`src/rtl/fill_sequencer.sv`:
```
// fill_sequencer
//   Two-requester fill-pattern burst generator. In IDLE a round-robin arbiter
//   grants one requester, latching its fill kind, cast width and length. The
//   module then emits len+1 identical beats on a valid/ready output port.
//
// Ports
//   clk, rst             : clock and synchronous active-high reset
//   reqN_valid/ready     : request handshake for requester N (N = 0, 1)
//   reqN_kind            : 0 zero, 1 one, 2 unknown, 3 high-impedance
//   reqN_cast            : cast width (0 or >= WIDTH means full width)
//   reqN_len             : beats minus one
//   flush                : abort current burst / suppress grants in IDLE
//   out_valid/out_ready  : output beat handshake
//   out_data/known/oe    : per-bit value, defined flag, drive enable
//   out_last, out_src    : final beat flag, owning requester
//   busy                 : FSM is in BURST
module fill_sequencer #(
    parameter int unsigned WIDTH = 64,
    parameter int unsigned LEN_W = 8
) (
    input  logic             clk,
    input  logic             rst,
    input  logic             req0_valid,
    output logic             req0_ready,
    input  logic [1:0]       req0_kind,
    input  logic [7:0]       req0_cast,
    input  logic [LEN_W-1:0] req0_len,
    input  logic             req1_valid,
    output logic             req1_ready,
    input  logic [1:0]       req1_kind,
    input  logic [7:0]       req1_cast,
    input  logic [LEN_W-1:0] req1_len,
    input  logic             flush,
    output logic             out_valid,
    input  logic             out_ready,
    output logic [WIDTH-1:0] out_data,
    output logic [WIDTH-1:0] out_known,
    output logic [WIDTH-1:0] out_oe,
    output logic             out_last,
    output logic             out_src,
    output logic             busy
);

    typedef enum logic [0:0] {StIdle, StBurst} state_e;

    state_e             state_q, state_d;
    logic               prio_q, prio_d;
    logic               src_q, src_d;
    logic [LEN_W-1:0]   cnt_q, cnt_d;
    logic [WIDTH-1:0]   data_q, data_d;
    logic [WIDTH-1:0]   known_q, known_d;
    logic [WIDTH-1:0]   oe_q, oe_d;

    logic               grant1;
    logic               do_grant;
    logic               hs;
    logic [1:0]         sel_kind;
    logic [7:0]         sel_cast;
    logic [LEN_W-1:0]   sel_len;
    int                 cast_w;
    logic               in_cast;
    logic [WIDTH-1:0]   pat_data, pat_known, pat_oe;

    always_comb begin
        // With both valid the priority holder wins; otherwise whoever is valid.
        grant1   = (req0_valid && req1_valid) ? prio_q : req1_valid;
        do_grant = (state_q == StIdle) && !rst && !flush && (req0_valid || req1_valid);
        req0_ready = do_grant && !grant1;
        req1_ready = do_grant && grant1;

        sel_kind = grant1 ? req1_kind : req0_kind;
        sel_cast = grant1 ? req1_cast : req0_cast;
        sel_len  = grant1 ? req1_len  : req0_len;

        cast_w = ((sel_cast != 8'd0) && (int'(sel_cast) < int'(WIDTH))) ?
                 int'(sel_cast) : int'(WIDTH);

        // Bits above the cast width are zero-extended: defined, driven 0.
        pat_data  = '0;
        pat_known = '0;
        pat_oe    = '0;
        in_cast   = 1'b0;
        for (int i = 0; i < int'(WIDTH); i++) begin
            in_cast      = (i < cast_w);
            pat_data[i]  = in_cast && (sel_kind == 2'd1);
            pat_known[i] = !in_cast || !sel_kind[1];
            pat_oe[i]    = !in_cast || (sel_kind != 2'd3);
        end

        hs = (state_q == StBurst) && out_ready;

        state_d = state_q;
        prio_d  = prio_q;
        src_d   = src_q;
        cnt_d   = cnt_q;
        data_d  = data_q;
        known_d = known_q;
        oe_d    = oe_q;

        case (state_q)
            StIdle: begin
                if (do_grant) begin
                    state_d = StBurst;
                    prio_d  = !grant1;
                    src_d   = grant1;
                    cnt_d   = sel_len;
                    data_d  = pat_data;
                    known_d = pat_known;
                    oe_d    = pat_oe;
                end
            end
            StBurst: begin
                // Flush wins over an in-flight handshake; priority untouched.
                if (flush || (hs && (cnt_q == '0))) begin
                    state_d = StIdle;
                    src_d   = 1'b0;
                    cnt_d   = '0;
                    data_d  = '0;
                    known_d = '0;
                    oe_d    = '0;
                end else if (hs) begin
                    cnt_d = cnt_q - LEN_W'(1);
                end
            end
            default: state_d = StIdle;
        endcase
    end

    always_ff @(posedge clk) begin
        if (rst) begin
            state_q <= StIdle;
            prio_q  <= 1'b0;
            src_q   <= 1'b0;
            cnt_q   <= '0;
            data_q  <= '0;
            known_q <= '0;
            oe_q    <= '0;
        end else begin
            state_q <= state_d;
            prio_q  <= prio_d;
            src_q   <= src_d;
            cnt_q   <= cnt_d;
            data_q  <= data_d;
            known_q <= known_d;
            oe_q    <= oe_d;
        end
    end

    // Beat registers are cleared on leaving BURST, so they read 0 when idle.
    assign busy      = (state_q == StBurst);
    assign out_valid = busy;
    assign out_last  = busy && (cnt_q == '0);
    assign out_src   = src_q;
    assign out_data  = data_q;
    assign out_known = known_q;
    assign out_oe    = oe_q;

endmodule

```
`config.mk`:
```
export PLATFORM = sky130hd
export DESIGN_NAME = fill_sequencer
export DESIGN_NICKNAME = d
export VERILOG_FILES = /design/src/rtl/fill_sequencer.sv
export SDC_FILE = /design/constraint.sdc
export NUM_CORES = 1
export LEC_CHECK = 0
export BUFFER_PORTS_ARGS = -buffer_cell sky130_fd_sc_hd__buf_2
export CAP_MARGIN = 10
export CORE_ASPECT_RATIO = 0.9
export CORE_MARGIN = 2
export CORE_UTILIZATION = 58
export CTS_BUF_LIST = sky130_fd_sc_hd__clkbuf_2
export DETAILED_ROUTE_END_ITERATION = 8
export GPL_ROUTABILITY_DRIVEN = 0
export HOLD_SLACK_MARGIN = 0.12
export PLACE_DENSITY = 0.92
export SYNTH_ARGS = -nofsm -noshare
export SYNTH_HDL_FRONTEND = slang
export SYNTH_SLANG_ARGS = --single-unit
```
`constraint.sdc`:
```
create_clock -name clk -period 3.65 [get_ports clk]
set_input_delay 0.1825 -clock clk [delete_from_list [all_inputs] [get_ports clk]]
set_output_delay 0.1825 -clock clk [all_outputs]
set_load 0.005 [all_outputs]
```
==> impl_metrics.env <==
export IMPL_status="finished, violations left"
export IMPL_violations="DRC"
export IMPL_syn_nets=1001
export IMPL_ys_seq_area_share_pct=47.16
export IMPL_yosys_register_bits=203
export IMPL_numCtsBuffers=48
export IMPL_cp_start_kind="flip-flop"
export IMPL_critPathCaptureType="flip-flop"
export IMPL_crit_start="prio_q"
export IMPL_overflow=0
export IMPL_die_h_um=119.6
export IMPL_post_dp_hpwl_mm=19.81
export IMPL_worst_setup_path_type="reg2reg"
export IMPL_coreArea_mm2=0.01461
export IMPL_die_area_mm2=0.01585
export IMPL_min_path_type="in2reg"
export IMPL_ys_warn_count=0
export IMPL_place_ws_ns=0.8636
export IMPL_dp_cells=1329
export IMPL_clock_latency_ns=0.78
export IMPL_via_count=9530
export IMPL_relSlewSlack_pct=19.60
export IMPL_grt_max_degree=76
export IMPL_p_per_area_mw_per_mm2=445.6
export IMPL_worst_slack_ns=0.1440
export IMPL_track_usage_pct=37.05
export IMPL_yosys_most_used_dff="dfxtp_1"
export IMPL_slowest_stage="dlygate4sd3_1"
export IMPL_drv_slew=0
export IMPL_hold_start="req0_cast[1]"
export IMPL_synthArstFlopShare_pct=0
export IMPL_synth_area_top_cells="dfxtp_1 47%, a21oi_1 5.3%, nand2_1 4.7%, a211o_1 4.4%, o21ai_0 4.4%"
export IMPL_fin_skew_ns=0.04978
export IMPL_instances_no_fill=1471
export IMPL_seqCellArea_mm2=0.004064
export IMPL_worstReg2RegStart="prio_q"
export IMPL_nNetsFinal=1276
export IMPL_synth_edf_count=0
export IMPL_synth_top_area_share_pct=47.16
export IMPL_path_clk_slew_ns=0.15
export IMPL_max_freq_mhz=285.2
export IMPL_clk_path_buf_depth=3
export IMPL_placementRows=42
export IMPL_yosysUniqueCellTypes=81
export IMPL_start_util_pct=58.98
export IMPL_grt_antenna_before_repair=3
export IMPL_peakVddDrop_mv=0.2756
export IMPL_synth_area_leader_cell="dfxtp_1"
export IMPL_worstPathArrival_ns=4.24
export IMPL_cp_cell_sequence="nand2b_4 -> nand2_4 -> mux2i_1 -> dlygate4sd3_1 -> o221a_2 -> dlygate4sd3_1 -> a211oi_1 -> dlygate4sd3_1"
export IMPL_grt_pass1_wl_mm=46.88
export IMPL_crit_path_max_fanout=16
export IMPL_drtIter0Drc=1783
export IMPL_crit_top_cell="dlygate4sd3_1"
export IMPL_rsz0062_at_grt="false"
export IMPL_vias_per_cell=6.479
export IMPL_worstPathRequired_ns=4.38
export IMPL_wl_per_cell_um=21.05
export IMPL_tightestPinTransition_ns=1.201
export IMPL_synthCells=958
export IMPL_htree_levels=2
export IMPL_drcViolationCount=130
export IMPL_finalHoldViolCount=0
export IMPL_ant_nets=0
export IMPL_dieWidth_um=132.5
export IMPL_n_fill_cell=1094
export IMPL_cts_tree="built"
export IMPL_syn_to_final_growth_pct=25.03
export IMPL_drive_gt1_share_pct=30.16
export IMPL_fin_crit_ns=3.506
export IMPL_cap_viol_max_count=0
export IMPL_multi_input_area_mm2=0.004175
export IMPL_grt_pass1_vias=8689
export IMPL_finalSetupTns_ns=0
export IMPL_syn_area_mm2=0.008617
export IMPL_avgSynthCellArea_um2=8.995
export IMPL_p_leak_nw=5.102
export IMPL_firstDrtPassIters=9
export IMPL_root_buffer="clkbuf_2"
export IMPL_io_pins=240
export IMPL_fin_crit_sh_pct=96.05
export IMPL_finalSetupViolations=0
export IMPL_routed_wirelength_mm=30.96
export IMPL_cpPeakStageDelay_ns=0.59
export IMPL_io_buffers=239
export IMPL_post_cts_buffers=0
export IMPL_cts_sinks=203
area by class of cell:
class,count,area share (%)
clock buffers,73,3.391
diodes,3,0.06968
flip-flops and latches,203,37.72
inverters,8,0.2787
multi-input cells,666,38.75
well taps,198,2.299
clock inverters,14,0.5342
repair buffers,306,16.96
per-stage QoR:
stage / cell area [um2] / hold slack (ns) / total power, mW / util [%]
3_5_place_dp: 9813 / 0.4349 / 3.324 / 67.17
2_1_floorplan: 8617 / 0.4388 / 2.991 / -
5_1_grt: 10770 / 0.1323 / 5.006 / 73.75
6_report: 10770 / 0.2074 / 4.801 / 73.75
3_3_place_gp: 9813 / 0.4293 / 3.298 / 67.17
4_1_cts: 10740 / 0.1214 / 4.753 / 73.49
state kept, by name (all words and copies together) (netlist names):
name / flops
out_data: 64
out_known: 64
out_oe: 64
cnt_q: 8
busy: 1
out_src: 1
prio_q: 1
placed cells by master (no fill, tap or decap), drive strengths merged, types with 8 or more instances in the layout:
master,instances
a221o,14
clkinv,12
nand4,13
dlygate4sd3,51
a21oi,93
a22o,30
clkbuf,73
nor3,10
o21ai,83
dfxtp,203
buf,255
nor2,73
a31oi,26
and2,8
nand2,108
inv,10
nor4,8
a211o,43
o211ai,10
nand3,21
o22ai,14
a22oi,12
cell families after synthesis:
family / count (synthesis) / synth area share (%)
AO/OA/AOI/OAI: 378 / 30.06
XOR/XNOR: 1 / 0.1017
adder cells (fa/ha/maj): 1 / 0.1452
buffers and inverters: 90 / 5.024
flip-flops: 203 / 47.16
multiplexers: 7 / 1.002
AND/OR/NAND/NOR: 278 / 16.51
report_power, final:
group / total (mW) / switching [mW] / internal (mW)
clock: 1.42 / 0.888 / 0.533
combinational: 0.879 / 0.517 / 0.362
sequential: 2.50 / 0.111 / 2.39
total: 4.80 / 1.52 / 3.28
worst max-delay path: cells and delay by family, from the launching register on:
family,cells,cell delay (ns)
buffers and inverters,3,1.74
AND/OR/NAND/NOR,2,0.53
AO/OA/AOI/OAI,2,0.52
flip-flops,1,0.47
multiplexers,1,0.20
Yosys cell counts (all sizes together) (4+ instances only):
| cell | n |
|---|---|
| nor4 | 8 |
| a31oi | 26 |
| a211oi | 6 |
| and2 | 8 |
| a221o | 14 |
| and3 | 6 |
| o21ai | 83 |
| or4 | 6 |
| dfxtp | 203 |
| o221ai | 4 |
| buf | 51 |
| nor3b | 5 |
| a211o | 43 |
| nor2 | 73 |
| a21boi | 6 |
| nand4 | 13 |
| a22o | 30 |
| nor3 | 10 |
| o22ai | 14 |
| or2 | 6 |
| inv | 8 |
| a21o | 5 |
| clkbuf | 31 |
| nor2b | 4 |
| a21oi | 93 |
| or3 | 5 |
| nand2 | 108 |
| a22oi | 12 |
| o211ai | 10 |
| mux2i | 4 |
| nand3 | 21 |
worst paths after layout:
path | end | slack [ns] | cells past startpoint
worst min register to register | out_data[13] | 0.45 | 2
worst max register to register | cnt_q[1] | 0.14 | 8
worst max-delay path | cnt_q[1] | 0.14 | 8
worst min-delay path | out_data[41] | 0.21 | 6
layer usage:
layer	up-vias	GRT usage, %	part of all wire (%)
met1	4371	47.98	37
li1	4131	-	-
met3	217	12.08	14
met5	-	0	0.13
met4	2	20.16	6.3
met2	809	54.89	43
timing repair:
item | CTS | global route
endpoints found under the hold margin | 52 | 1
resized for setup | 0 | 1
endpoints found under the setup margin | 0 | 2
hold buffers | 50 | 1
(Power assumes the default switching activity.)
